### src/rtl/mem_stage_pkg.sv
// mem_stage_pkg: access sizes, FSM states and byte-lane constants for the memory stage
package mem_stage_pkg;
  typedef enum logic [1:0] {SZ_BYTE = 2'b00, SZ_HALF = 2'b01, SZ_WORD = 2'b10} mem_size_t;
  typedef enum logic {IDLE, ACCESS} mem_state_t;
  localparam int LANE_W = 8;
  localparam logic [3:0] BE_BYTE = 4'b0001;
  localparam logic [3:0] BE_HALF = 4'b0011;
  localparam logic [3:0] BE_WORD = 4'b1111;
endpackage

### src/rtl/mem_lane_align.sv
// mem_lane_align: byte-lane steering for stores, lane select/extension for loads, misalignment detect
module mem_lane_align
  import mem_stage_pkg::*;
(
  input  logic [1:0]  a,
  input  logic [1:0]  size,
  input  logic        uns,
  input  logic        load,
  input  logic        store,
  input  logic [31:0] wdata,
  input  logic [31:0] rdata,
  output logic [3:0]  be,
  output logic [31:0] wdata_rep,
  output logic [31:0] rdata_ext,
  output logic        err
);
  logic [31:0] sh;
  always_comb begin
    sh = rdata >> {a, 3'b000};
    be = size == SZ_BYTE ? BE_BYTE << a : size == SZ_HALF ? BE_HALF << a : BE_WORD;
    wdata_rep = size == SZ_BYTE ? {4{wdata[7:0]}} : size == SZ_HALF ? {2{wdata[15:0]}} : wdata;
    rdata_ext = size == SZ_BYTE ? {{(32-LANE_W){~uns & sh[LANE_W-1]}}, sh[LANE_W-1:0]}
              : size == SZ_HALF ? {{(32-2*LANE_W){~uns & sh[2*LANE_W-1]}}, sh[2*LANE_W-1:0]}
              : rdata;
    err = (load & store) | (size == 2'b11) | (size == SZ_HALF & a[0]) | (size == SZ_WORD & |a);
  end
endmodule

### src/rtl/mem_access_stage.sv
// mem_access_stage: load/store engine between execute and writeback with req/ack memory port and timeout
module mem_access_stage
  import mem_stage_pkg::*;
#(
  parameter int TIMEOUT = 16
) (
  input  logic        clk,
  input  logic        reset_n,
  input  logic        ex_valid,
  output logic        ex_ready,
  input  logic [31:0] ex_y,
  input  logic [31:0] ex_wdata,
  input  logic        ex_load,
  input  logic        ex_store,
  input  logic [1:0]  ex_size,
  input  logic        ex_unsigned,
  input  logic [4:0]  ex_rd,
  input  logic        ex_reg_write,
  output logic        dmem_req,
  output logic        dmem_we,
  output logic [31:0] dmem_addr,
  output logic [3:0]  dmem_be,
  output logic [31:0] dmem_wdata,
  input  logic        dmem_ack,
  input  logic [31:0] dmem_rdata,
  output logic        wb_valid,
  output logic [31:0] wb_result,
  output logic [4:0]  wb_rd,
  output logic        wb_reg_write,
  output logic        wb_addr_err,
  output logic        wb_bus_err
);
  localparam int CW = $clog2(TIMEOUT + 1);
  mem_state_t  state_q, state_d;
  logic [CW-1:0] cnt_q, cnt_d;
  logic        req_q, req_d, we_q, we_d;
  logic [31:0] addr_q, addr_d, wdata_q, wdata_d, y_q, y_d;
  logic [3:0]  be_q, be_d;
  logic [1:0]  off_q, off_d, size_q, size_d;
  logic        uns_q, uns_d, rw_q, rw_d;
  logic [4:0]  rd_q, rd_d;
  logic        wb_valid_q, wb_valid_d, wb_reg_write_q, wb_reg_write_d;
  logic        wb_addr_err_q, wb_addr_err_d, wb_bus_err_q, wb_bus_err_d;
  logic [31:0] wb_result_q, wb_result_d;
  logic [4:0]  wb_rd_q, wb_rd_d;
  logic        idle, mem, al_err;
  logic [3:0]  al_be;
  logic [31:0] al_wdata, al_rdata;
  assign idle = state_q == IDLE;
  assign mem  = ex_load | ex_store;
  // Store steering uses the incoming op; load extension uses the latched op during ACCESS.
  mem_lane_align u_align (
    .a        (idle ? ex_y[1:0] : off_q),
    .size     (idle ? ex_size : size_q),
    .uns      (idle ? ex_unsigned : uns_q),
    .load     (ex_load),
    .store    (ex_store),
    .wdata    (ex_wdata),
    .rdata    (dmem_rdata),
    .be       (al_be),
    .wdata_rep(al_wdata),
    .rdata_ext(al_rdata),
    .err      (al_err)
  );
  always_comb begin
    state_d = state_q;
    cnt_d = cnt_q;
    req_d = req_q;
    we_d = we_q;
    addr_d = addr_q;
    be_d = be_q;
    wdata_d = wdata_q;
    y_d = y_q;
    off_d = off_q;
    size_d = size_q;
    uns_d = uns_q;
    rw_d = rw_q;
    rd_d = rd_q;
    wb_valid_d = 1'b0;
    wb_result_d = wb_result_q;
    wb_rd_d = wb_rd_q;
    wb_reg_write_d = wb_reg_write_q;
    wb_addr_err_d = wb_addr_err_q;
    wb_bus_err_d = wb_bus_err_q;
    if (idle) begin
      if (ex_valid) begin
        y_d = ex_y;
        off_d = ex_y[1:0];
        size_d = ex_size;
        uns_d = ex_unsigned;
        rw_d = ex_reg_write;
        rd_d = ex_rd;
        if (!mem || al_err) begin
          wb_valid_d = 1'b1;
          wb_result_d = ex_y;
          wb_rd_d = ex_rd;
          wb_reg_write_d = !mem & ex_reg_write;
          wb_addr_err_d = mem;
          wb_bus_err_d = 1'b0;
        end else begin
          state_d = ACCESS;
          cnt_d = '0;
          req_d = 1'b1;
          we_d = ex_store;
          addr_d = {ex_y[31:2], 2'b00};
          be_d = al_be;
          wdata_d = al_wdata;
        end
      end
    end else if (dmem_ack || cnt_q == CW'(TIMEOUT - 1)) begin
      state_d = IDLE;
      req_d = 1'b0;
      wb_valid_d = 1'b1;
      wb_result_d = (dmem_ack && !we_q) ? al_rdata : y_q;
      wb_rd_d = rd_q;
      wb_reg_write_d = dmem_ack & !we_q & rw_q;
      wb_addr_err_d = 1'b0;
      wb_bus_err_d = !dmem_ack;
    end else begin
      cnt_d = cnt_q + CW'(1);
    end
  end
  always_ff @(posedge clk or negedge reset_n) begin
    if (!reset_n) begin
      state_q <= IDLE;
      cnt_q <= '0;
      req_q <= 1'b0;
      we_q <= 1'b0;
      addr_q <= '0;
      be_q <= '0;
      wdata_q <= '0;
      y_q <= '0;
      off_q <= '0;
      size_q <= '0;
      uns_q <= 1'b0;
      rw_q <= 1'b0;
      rd_q <= '0;
      wb_valid_q <= 1'b0;
      wb_result_q <= '0;
      wb_rd_q <= '0;
      wb_reg_write_q <= 1'b0;
      wb_addr_err_q <= 1'b0;
      wb_bus_err_q <= 1'b0;
    end else begin
      state_q <= state_d;
      cnt_q <= cnt_d;
      req_q <= req_d;
      we_q <= we_d;
      addr_q <= addr_d;
      be_q <= be_d;
      wdata_q <= wdata_d;
      y_q <= y_d;
      off_q <= off_d;
      size_q <= size_d;
      uns_q <= uns_d;
      rw_q <= rw_d;
      rd_q <= rd_d;
      wb_valid_q <= wb_valid_d;
      wb_result_q <= wb_result_d;
      wb_rd_q <= wb_rd_d;
      wb_reg_write_q <= wb_reg_write_d;
      wb_addr_err_q <= wb_addr_err_d;
      wb_bus_err_q <= wb_bus_err_d;
    end
  end
  assign ex_ready = idle;
  assign dmem_req = req_q;
  assign dmem_we = we_q;
  assign dmem_addr = addr_q;
  assign dmem_be = be_q;
  assign dmem_wdata = wdata_q;
  assign wb_valid = wb_valid_q;
  assign wb_result = wb_result_q;
  assign wb_rd = wb_rd_q;
  assign wb_reg_write = wb_reg_write_q;
  assign wb_addr_err = wb_addr_err_q;
  assign wb_bus_err = wb_bus_err_q;
endmodule
### config.mk
export PLATFORM = sky130hd
export DESIGN_NAME = mem_access_stage
export DESIGN_NICKNAME = d
export VERILOG_FILES = /design/src/rtl/mem_stage_pkg.sv /design/src/rtl/mem_lane_align.sv /design/src/rtl/mem_access_stage.sv
export SDC_FILE = /design/constraint.sdc
export NUM_CORES = 1
export LEC_CHECK = 0
export CORE_MARGIN = 4
export CORE_UTILIZATION = 52
export DETAILED_ROUTE_END_ITERATION = 16
export GPL_ROUTABILITY_DRIVEN = 1
export MAX_ROUTING_LAYER = met4
export PLACE_DENSITY = 0.95
export SLEW_MARGIN = 30
export SYNTH_ARGS = -nofsm -noshare
export SYNTH_HDL_FRONTEND = slang
export SYNTH_SLANG_ARGS = --single-unit
### constraint.sdc
create_clock -name clk -period 5.3 [get_ports clk]
set_input_delay 0.53 -clock clk [delete_from_list [all_inputs] [get_ports clk]]
set_output_delay 0.53 -clock clk [all_outputs]
set_load 0.05 [all_outputs]
==> flow_metrics.env <==
export IMPL_cp_required_ps=4770
export IMPL_yosys_area_top_type="dfrtp_1"
export IMPL_drt_total_wl_um=25900
export IMPL_pwr_share_seq_pct=29.7
export IMPL_hold_class="in -> async"
export IMPL_fin_cells=1257
export IMPL_power_internal_w=0.00348
export IMPL_cts_tree="done"
export IMPL_yosysWarnings=0
export IMPL_dieArea_um2=16900
export IMPL_netlist_top_cells_area="dfrtp_1, nand2_1, mux2i_1"
export IMPL_setup_violations=0
export IMPL_netlist_instances=867
export IMPL_die_y_um=130
export IMPL_dpl_hpwl_um=17700
export IMPL_period_needed_ps=3500
export IMPL_htreeDepth=4
export IMPL_grt_pass1_vias=7451
export IMPL_met1_length_um=9700
export IMPL_start_util_pct=53.2
export IMPL_combPwrFrac_pct=51.5
export IMPL_setup_ws_ps=1800
export IMPL_critPathBufInv=4
export IMPL_clockBufferDepth=2
export IMPL_area_growth_pct=37.2
export IMPL_pwr_share_clk_pct=18.8
export IMPL_critPathMaxStageDelay_ps=910
export IMPL_p_sw_w=0.00308
export IMPL_synth_area_um2=7730
export IMPL_cts_sinks=156
export IMPL_ant_nets=0
export IMPL_cap_violations=0
export IMPL_cts_setup_buffers=0
export IMPL_crit_type="reg -> out"
export IMPL_num_vias=7651
export IMPL_fin_worst_skew_ps=10.3
export IMPL_cts_resized=0
export IMPL_dp_slack_ps=1490
export IMPL_crit_top_cell="buf_4"
export IMPL_met2WireLength_um=12100
export IMPL_drive_above_1_share_pct=6.15
export IMPL_final_max_slew_viol_count=0
export IMPL_chipWidth_um=130
export IMPL_end_kind="primary output"
export IMPL_drt_initial_drc_count=1044
export IMPL_path_clk_slew_ps=60
export IMPL_slowest_stage="clkdlybuf4s50_1"
export IMPL_utilization_pct=73.0
export IMPL_synth_top_cell_area_share_pct=50.5
export IMPL_arrival_ps=2970
export IMPL_peakVddDrop_v=0.000515
export IMPL_status="finished clean"
export IMPL_post_drt_via_cell_ratio=6.09
export IMPL_synth_area_per_cell_um2=8.92
export IMPL_gp_congestion=1.00
export IMPL_path_max_fanout=49
export IMPL_num_io_pins=223
export IMPL_yosysUniqueCellTypes=62
export IMPL_cp_cell_sequence="buf_4, inv_1, buf_4, clkdlybuf4s50_1"
export IMPL_antenna_found_initial=0
export IMPL_cp_depth=4
export IMPL_hold_viol_final=0
export IMPL_maxClockFrequency_mhz=286
export IMPL_diodes=0
export IMPL_port_buffers=220
export IMPL_root_buffer="clkbuf_16"
export IMPL_critPathTopFamily="buffers and inverters"
export IMPL_slew_headroom_pct=33.6
export IMPL_layout_nets=1178
export IMPL_insertion_delay_ps=440
export IMPL_first_pass_iters=5
export IMPL_dp_cells=1225
export IMPL_synth_seq_cells=156
export IMPL_drc=0
export IMPL_ys_flop_type="dfrtp_1"
export IMPL_switching_share_pct=47.0
export IMPL_wl_met3_um=3000
export IMPL_cts_made_buffers=17
export IMPL_wl_per_cell_um=20.6
export IMPL_highest_layer="met4"
export IMPL_pwr_density_cell_nw_per_um2=618
export IMPL_startpoint_type="flop"
export IMPL_rsz0062_at_grt="no"
export IMPL_synth_edff_count=0
export IMPL_fin_setup_tns_ps=0
export IMPL_p_leak_nw=4.76
export IMPL_async_flop_share_pct=100
export IMPL_grt_max_degree=106
export IMPL_grt_pass1_wl_um=39600
export IMPL_rr_worst_depth=8
export IMPL_grt_overflow=0
export IMPL_core_um2=14500
export IMPL_tightestPinTransition_ps=995
export IMPL_finalCritPeriodShare_pct=66.0
export IMPL_postCtsHoldBufs=0
export IMPL_yosysSeqAreaShare_pct=50.5
export IMPL_num_rows=44
export IMPL_grt_usage_pct=31.6
## path summary, 6_finish.rpt
kind / start / end / slack (ps)
max in group asynchronous: reset_n / dmem_we / 3910
worst max-delay path: state_q / ex_ready / 1800
min in group clk: dmem_be[0] / dmem_be[0] / 460
worst max register to register: state_q / cnt_q[0] / 1880
worst min register to register: dmem_be[0] / dmem_be[0] / 460
worst min-delay path: reset_n / y_q[12] / 180
## routing by layer
layer  vias to the layer above  track usage, %
li1                       3368               -
met1                      3641            39.5
met2                       542            49.2
met3                       100            7.74
met4                         0            13.6
met5                         -               -
## power by group through the flow
stage / logic (W) / clock network [W] / registers, W
5_1_grt: 0.00354 / 0.00130 / 0.00200
4_1_cts: 0.00338 / 0.00124 / 0.00194
3_5_place_dp: 0.00335 / 0 / 0.00195
6_report: 0.00338 / 0.00124 / 0.00195
2_1_floorplan: 0.000817 / 0 / 0.00327
3_3_place_gp: 0.00329 / 0 / 0.00193
## state kept, by name (all words and copies together), names as in the netlist
register	cells
uns_q	1
wb_valid	1
wb_rd	5
wb_reg_write	1
dmem_wdata	32
y_q	32
rw_q	1
wb_result	32
cnt_q	5
wb_addr_err	1
dmem_addr	30
state_q	1
dmem_we	1
wb_bus_err	1
size_q	2
dmem_req	1
dmem_be	4
rd_q	5
## through the flow
step	total power [W]	hold WS, ps	instance area (um^2)
after floorplan	0.00408	234	7740
after global placement	0.00523	450	10000
after detailed placement	0.00530	455	10000
after CTS	0.00656	252	10600
after global routing	0.00684	253	10600
final	0.00656	184	10600
## area by class of cell
class	count	area [um^2]
Tap cell	184	230
Clock inverter	11	145
Clock buffer	20	437
Sequential cell	156	3910
Timing Repair Buffer	233	2320
Multi-Input combinational cell	644	3550
Fill cell	1009	3920
Inverter	9	33.8
## synth_stat cells, types with 4 or more instances
library cell,instances
o21ai_1,9
a2bb2oi_1,5
a22oi_1,37
a31oi_1,10
a221oi_2,4
o221ai_1,4
nand2_1,313
a21oi_1,20
o311ai_0,4
inv_1,7
or3_1,21
dfrtp_1,156
ha_1,6
nand3_1,15
o22ai_1,6
nor2_1,32
nor2b_1,5
buf_2,17
o21ai_0,46
mux2i_1,30
clkbuf_1,33
o211ai_1,21
## cell families (layout without fill, tap and decap cells)
family / Yosys count / in the layout / synth area share, %
multiplexers: 37 / 37 / 5.63
adder cells (fa/ha/maj): 6 / 6 / 0.971
other: 1 / 2 / 0.0485
buffers and inverters: 68 / 273 / 4.01
AND/OR/NAND/NOR: 405 / 405 / 21.5
flip-flops: 156 / 156 / 50.5
AO/OA/AOI/OAI: 191 / 191 / 17.0
XOR/XNOR: 3 / 3 / 0.340
## cell usage in the layout (no fill, tap or decap), types with 9 or more instances in the layout
cell / n
dfrtp_1: 155
mux2i_1: 30
clkdlybuf4s50_1: 219
nand2_1: 313
a22oi_1: 37
nor2_1: 32
clkbuf_16: 17
a21oi_1: 20
o211ai_1: 21
nand3_1: 15
o21ai_1: 9
o21ai_0: 46
or3_1: 21
buf_4: 12
a31oi_1: 10
## worst reg2reg max path: stages, from the launching register on
cell and delay (ps):
dfrtp_2 670, buf_4 520, inv_1 190, nand2_1 90, buf_4 450, a211o_2 520, buf_4 610, nand3_1 150
o21ai_0 130
No activity file was read; power rests on OpenSTA's default activity.
